### src/rtl/reg_ld_clr_inc_tc.sv
// Up-counting register with load, synchronous clear, programmable terminal count,
// wrap/saturate limit behaviour, sticky overflow and a load/increment conflict flag.
module reg_ld_clr_inc_tc #(
    parameter int width = 8,
    parameter bit SAT   = 1'b0
) (
    input  logic             clk,
    input  logic             rst,
    input  logic [width-1:0] din,
    input  logic [width-1:0] limit,
    input  logic             ld,
    input  logic             clr,
    input  logic             inc,
    output logic [width-1:0] dout,
    output logic             tc,
    output logic             wrap,
    output logic             ovf,
    output logic             err
);

    localparam logic [width-1:0] ALL_ONES = {width{1'b1}};
    localparam logic [width-1:0] ZERO     = {width{1'b0}};
    localparam logic [width-1:0] ONE      = width'(1);

    logic [width-1:0] dout_q, dout_d;
    logic             wrap_q, wrap_d;
    logic             ovf_q,  ovf_d;
    logic             err_q,  err_d;
    logic             at_bound_s;

    // Reaching the limit or the top of the count range is the boundary; the
    // all-ones case only occurs after loading a value above the limit.
    assign at_bound_s = (dout_q == limit) || (dout_q == ALL_ONES);

    // Next-state selection, in priority order clr > conflict > load > increment.
    always_comb begin
        dout_d = dout_q;
        wrap_d = 1'b0;
        ovf_d  = ovf_q;
        err_d  = 1'b0;
        if (clr) begin
            dout_d = ZERO;
            ovf_d  = 1'b0;
        end else if (ld && inc) begin
            err_d = 1'b1;
        end else if (ld) begin
            dout_d = din;
            ovf_d  = 1'b0;
        end else if (inc) begin
            if (at_bound_s) begin
                ovf_d = 1'b1;
                if (SAT) begin
                    dout_d = dout_q;
                end else begin
                    dout_d = ZERO;
                    wrap_d = 1'b1;
                end
            end else begin
                dout_d = dout_q + ONE;
            end
        end else begin
            dout_d = dout_q;
        end
    end

    // State registers with synchronous reset.
    always_ff @(posedge clk) begin
        if (rst) begin
            dout_q <= ZERO;
            wrap_q <= 1'b0;
            ovf_q  <= 1'b0;
            err_q  <= 1'b0;
        end else begin
            dout_q <= dout_d;
            wrap_q <= wrap_d;
            ovf_q  <= ovf_d;
            err_q  <= err_d;
        end
    end

    assign dout = dout_q;
    assign wrap = wrap_q;
    assign ovf  = ovf_q;
    assign err  = err_q;
    assign tc   = (dout_q == limit);

endmodule

### config.mk
export PLATFORM = sky130hd
export DESIGN_NAME = reg_ld_clr_inc_tc
export DESIGN_NICKNAME = d
export VERILOG_FILES = /design/src/rtl/reg_ld_clr_inc_tc.sv
export SDC_FILE = /design/constraint.sdc
export NUM_CORES = 1
export LEC_CHECK = 0
export ABC_AREA = 1
export ABC_CLOCK_PERIOD_IN_PS = 1640
export CORE_MARGIN = 8
export CORE_UTILIZATION = 41
export DETAILED_ROUTE_END_ITERATION = 7
export GPL_TIMING_DRIVEN = 0
export MAX_ROUTING_LAYER = met4
export PLACE_DENSITY_LB_ADDON = 0.25
export SLEW_MARGIN = 20
export SYNTH_ARGS = -nofsm -noshare
export SYNTH_HDL_FRONTEND = slang
export SYNTH_SLANG_ARGS = --single-unit
### constraint.sdc
create_clock -name clk -period 1.64 [get_ports clk]
set_input_delay 0.246 -clock clk [delete_from_list [all_inputs] [get_ports clk]]
set_output_delay 0.246 -clock clk [all_outputs]
set_load 0.1 [all_outputs]
# --- Word level (Yosys, flattened, before mapping) ---
# Cells that the tools add are included.
op_classes:
  n_lt_le_gt_ge: 0
  reduce_logical: 8
  n_div: 0
  muxes: 8
  n_addsub: 1
  mul: 0
  shift: 0
  n_eq_ne: 2
  bitwise_logic: 2
ops:
  columns: ["op", "n"]
  rows:
  - ["$mux 8", 3]
  - ["$add 8x1->8 const B", 1]
  - ["$eq 8x8->1", 1]
  - ["$eq 8x8->1 const B", 1]
  - ["$mux 1", 5]
  - ["$reduce_or 5->1", 1]
  - ["$reduce_bool 2->1", 2]
  - ["$reduce_and 3->1", 1]
  - ["$not 1->1", 2]
  - ["$reduce_and 2->1", 1]
  - ["$reduce_or 2->1", 1]
  - ["$logic_and 1x1->1", 1]
  - ["$logic_or 1x1->1", 1]
word_totals:
  in_bits: 21
  rom_bits: 0
  latchBits: 0
  ff_bits: 11
  memories: 0
  output_inout_bits: 12
  ramBits: 0
  wordCells: 25

# --- Depth between registers and ports, before layout ---
depth:
  ltp_word: 5
  mapped_depth: 10
  depth_no_buf: 10

# --- Worst setup path after synthesis ---
# OpenSTA, ideal clock, no wires.
synth_timing:
  kind: "register to output"
  from: "reg dout_q[2] (netlist: dout[2])"
  to: "out tc"
  n_path_buf: 0
  path_slack_ns: -0.646
  required_time_ns: 1.394
  t_arrival_ns: 2.040
  stages_incl_launch_ff: 6
  cell_sequence: "dfxtp_1 > xnor2_1 > nand2_1 > nor2_1 > nand2_2 > inv_1"
synth_via:
  elab_chain_len: 1
synth_lines:
  columns: ["element", "line_no", "source"]
  rows:
  - ["start: declaration", "25", "logic [width-1:0] dout_q, dout_d;"]
  - ["start signal: assignment", "74", "dout_q <= dout_d;"]
  - ["$eq 8x8->1", "85", "assign tc = (dout_q == limit);"]
  - ["end: declaration", "15", "output logic tc,"]
# Every way passes these cells.

# --- Worst setup path in the final report ---
layout_timing:
  from: "in limit[1]"
  to: "out tc"
layout_via:
  elab_chain_len: 1
layout_lines:
  columns: ["element", "line_no", "source"]
  rows:
  - ["start: declaration", "10", "input logic [width-1:0] limit,"]
  - ["$eq 8x8->1", "85", null]
# Every way passes these cells.

==> summary.txt <==
Logic synthesis
  – Average size of a mapped cell: about 6.5 µm²
  – Primary FF master, synth: dfxtp_1
  – Top cell type's share of synthesized area: between 20 and 30%
  – Yosys top cell by area: dfxtp_1
  – Synth async-reset ratio: 0%
  – Most common cell in the netlist: nand2_1
  – Syn_nets: 141
  – Seq/Total Area, Yosys: between 20 and 30%
  – Count of different cell masters after synthesis: 22
  – Synth Instances: ~120
  – Post-synthesis register bit count: 11
  – EDFF count, synth: 0
  – Top cells by area, synth: dfxtp_1, nand2_1, a21oi_1
  – Post-synth top cells: nand2_1, a21oi_1, inv_1
  – Synthesized area: between 700 and 800 µm²
  – Yosys warns: 0

Route
  – Initial DRC Count: 21
  – Post-Route WL: 2320 µm
  – Routed Antenna Nets: 0
  – Wirelength per Cell: approximately 13 µm
  – 1st-pass router iterations: 4
  – Residual DRC: 0
  – Vias: 908
  – Routed vias/inst: ~5

Pwr
  – Max VDD drop: ~0.51 mV
  – Lkg Pwr: just under 0.6 nW
  – Pwr dens: ~600 nW/µm²

CTS
  – Root Driver: clkbuf_4
  – Clock Sinks: 11
  – Hold-fix buffers at CTS: 0
  – CTS tree: built
  – Clk slew on worst S/H paths: 70 ps
  – Worst-Skew Late Latency: roughly 280 ps
  – H-Tree Level Count: 1
  – Num CTS Buffers: 3
  – Clock Tree Buf Depth: 2

STA
  – Normalized max-slew margin: ~60%
  – RSZ-0062 raised after global routing: true
  – Final min period: ~1600 ps
  – Slew at the pin closest to its max-slew limit: between 500 and 600 ps
  – Clk_skew: about 1.7 ps
  – Final Hold Violating Endpoints: 0
  – Final TNS setup: 0 ps
  – Slew Limit Fails: 0
  – WHS: approximately 460 ps
  – Fmax: 621 MHz
  – Tcrit/Tclk final: a little over nine tenths
  – Final setup viols: 0

Die
  – Die Y-Extent: 59.2 µm
  – Row cnt: 15
  – Core Area: around 1700 µm²
  – Initial Util: 43.8%
  – Die area: approximately 3500 µm²
  – Num ports: 33
  – Die Span X: approximately 59 µm

Placed design
  – GPL Wtd Cong: ~0.9
  – Dpl cells: ~170
  – Hpwl dp: 1690 µm
  – # port buffers: 32

Worst hold path
  – Hold Path Class: in2reg
  – Worst Hold Launch: limit[6]
  – Hold Path End: wrap$_SDFF_PP0_
  – Hold Crit Depth: 6

Critical path
  – Buffer and inverter count on the worst path: 4
  – Crit-path max cell delay: roughly 480 ps
  – CP cell instances: clkdlybuf4s50_1 -> inv_1 -> nand2_1 -> nand2_1 -> nand2_1 -> nor2_2 -> nand2_2 -> clkinvlp_4 -> buf_12
  – Critical Path Source Type: primary input
  – Kind of critical path: in2out
  – Slowest CP cell: clkdlybuf4s50_1
  – Crit-path max FO: 3
  – R2r startpoint: dout[0]$_SDFFE_PP0P_
  – R2R setup slack: around 160 ps
  – Cell mode on critical path: nand2_1
  – Worst reg2reg path endpoint: dout[6]$_SDFFE_PP0P_
  – Delay-heaviest family, CP: buffers and inverters
  – Reg2reg path depth: 8
  – Critical path capture point type: output port
  – CP arrival: 1360 ps
  – Req. time, crit path: 1390 ps

GRT
  – Tot GR Track Use: 13.4%
  – Pin count of the biggest net entering global routing: 11
  – Number of global-route vias before repair: around 890
  – First-pass GRT wire length: between 3000 and 4000 µm
  – Gr ovfl total: 0
  – Initial antenna violation count: 0

Layout
  – Synth-to-Final Area Change: 71.0%
  – Cell Count, Final, Fillers Out: 182
  – NumNets Final: around 180
  – Share of layout cells above drive strength 1: 34.4%
  – Filler cell count: 130
  – # diodes: 0

Run
  – Max Cap Viol: 0

Outcome
  – Status: completed
[placed cells by master, fill, tap and decap left out, types with 2 or more instances in the layout]
cell              n
clkdlybuf4s50_1  13
nor2_2            3
clkbuf_4          3
nor2_1            3
nand3b_2          2
xnor2_2           2
dfxtp_2           2
a21oi_2           8
clkdlybuf4s15_2  11
clkinvlp_4        2
buf_4             4
inv_1            14
dfxtp_4           6
nand3_1           5
xor2_1            2
inv_2             3
dfxtp_1           3
dlymetal6s2s_1    7
o21ai_0           8
a21oi_1          12
ha_1              2
nand2_1          30
[metrics by stage]
stage | total power, mW | area (µm²) | setup slack [ps] | utilization (%)
after floorplan | 0.476 | 786 | -134 | -
after global placement | 0.568 | 1140 | -958 | 65.2
after detailed placement | 0.572 | 1140 | -997 | 65.2
after CTS | 0.773 | 1210 | -25.1 | 69.2
after global routing | 0.828 | 1310 | -37.4 | 74.9
final | 0.792 | 1310 | 30.7 | 74.9
[cell families after synthesis]
kind of cell    count (synthesis)  share of synthesized area, %
flops                          11                          28.8
xor+xnor                        5                          5.73
buf+inv                        21                          10.8
compound gates                 30                          21.3
fa+ha+maj                       3                          4.91
simple gates                   47                          28.5
[flip-flops by register name, summed over array words and instances, names as in the netlist]
name and cells:
ovf 1, dout 8, err 1, wrap 1
[worst max-delay path by stage]
stage	from	end	slack (ps)	depth (start not counted)
finish	limit[1]	tc	30	9
global route	dout[7]$_SDFFE_PP0P_	tc	-40	8
CTS	limit[3]	tc	-30	7
detailed placement	limit[3]	tc	-1000	7
global placement	limit[3]	tc	-960	7
floorplan	dout[5]$_SDFFE_PP0P_	tc	-130	7
[power by group]
part           switching, mW  total [mW]  internal, mW
clock network          0.102       0.196        0.0944
logic                  0.185       0.301         0.115
registers             0.0185       0.295         0.276
[routing by layer]
| layer | GRT usage, % | part of all wire (%) |
|---|---|---|
| met1 | 14.0 | 41 |
| met2 | 23.4 | 52 |
| met3 | 4.77 | 5.5 |
| met4 | 3.07 | 0.82 |
| met5 | - | 0 |
[tightest hold or removal path, stage by stage]
cell            delay, ps
dlymetal6s2s_1        100
xnor2_1                70
nand2_1                70
nor2_2                 50
nand2_2                90
a21oi_1                70
[timing repair]
item | CTS | global route
setup buffers | 0 | 4
gates resized for setup | 47 | 22
setup endpoints to repair | 20 | 8
pin swaps | 0 | 10
[area by class of cell]
| cell class | count | area (µm²) | area share, % |
|---|---|---|---|
| inverter | 20 | 85.1 | 6.51 |
| multi-input combinational | 85 | 517 | 39.5 |
| clock buffer | 4 | 26.3 | 2.01 |
| timing repair buffer | 36 | 392 | 30.0 |
| buffer | 1 | 11.3 | 0.861 |
| tap | 25 | 31.3 | 2.39 |
| sequential | 11 | 245 | 18.8 |
Note: power is estimated with default switching activity, not from simulation.
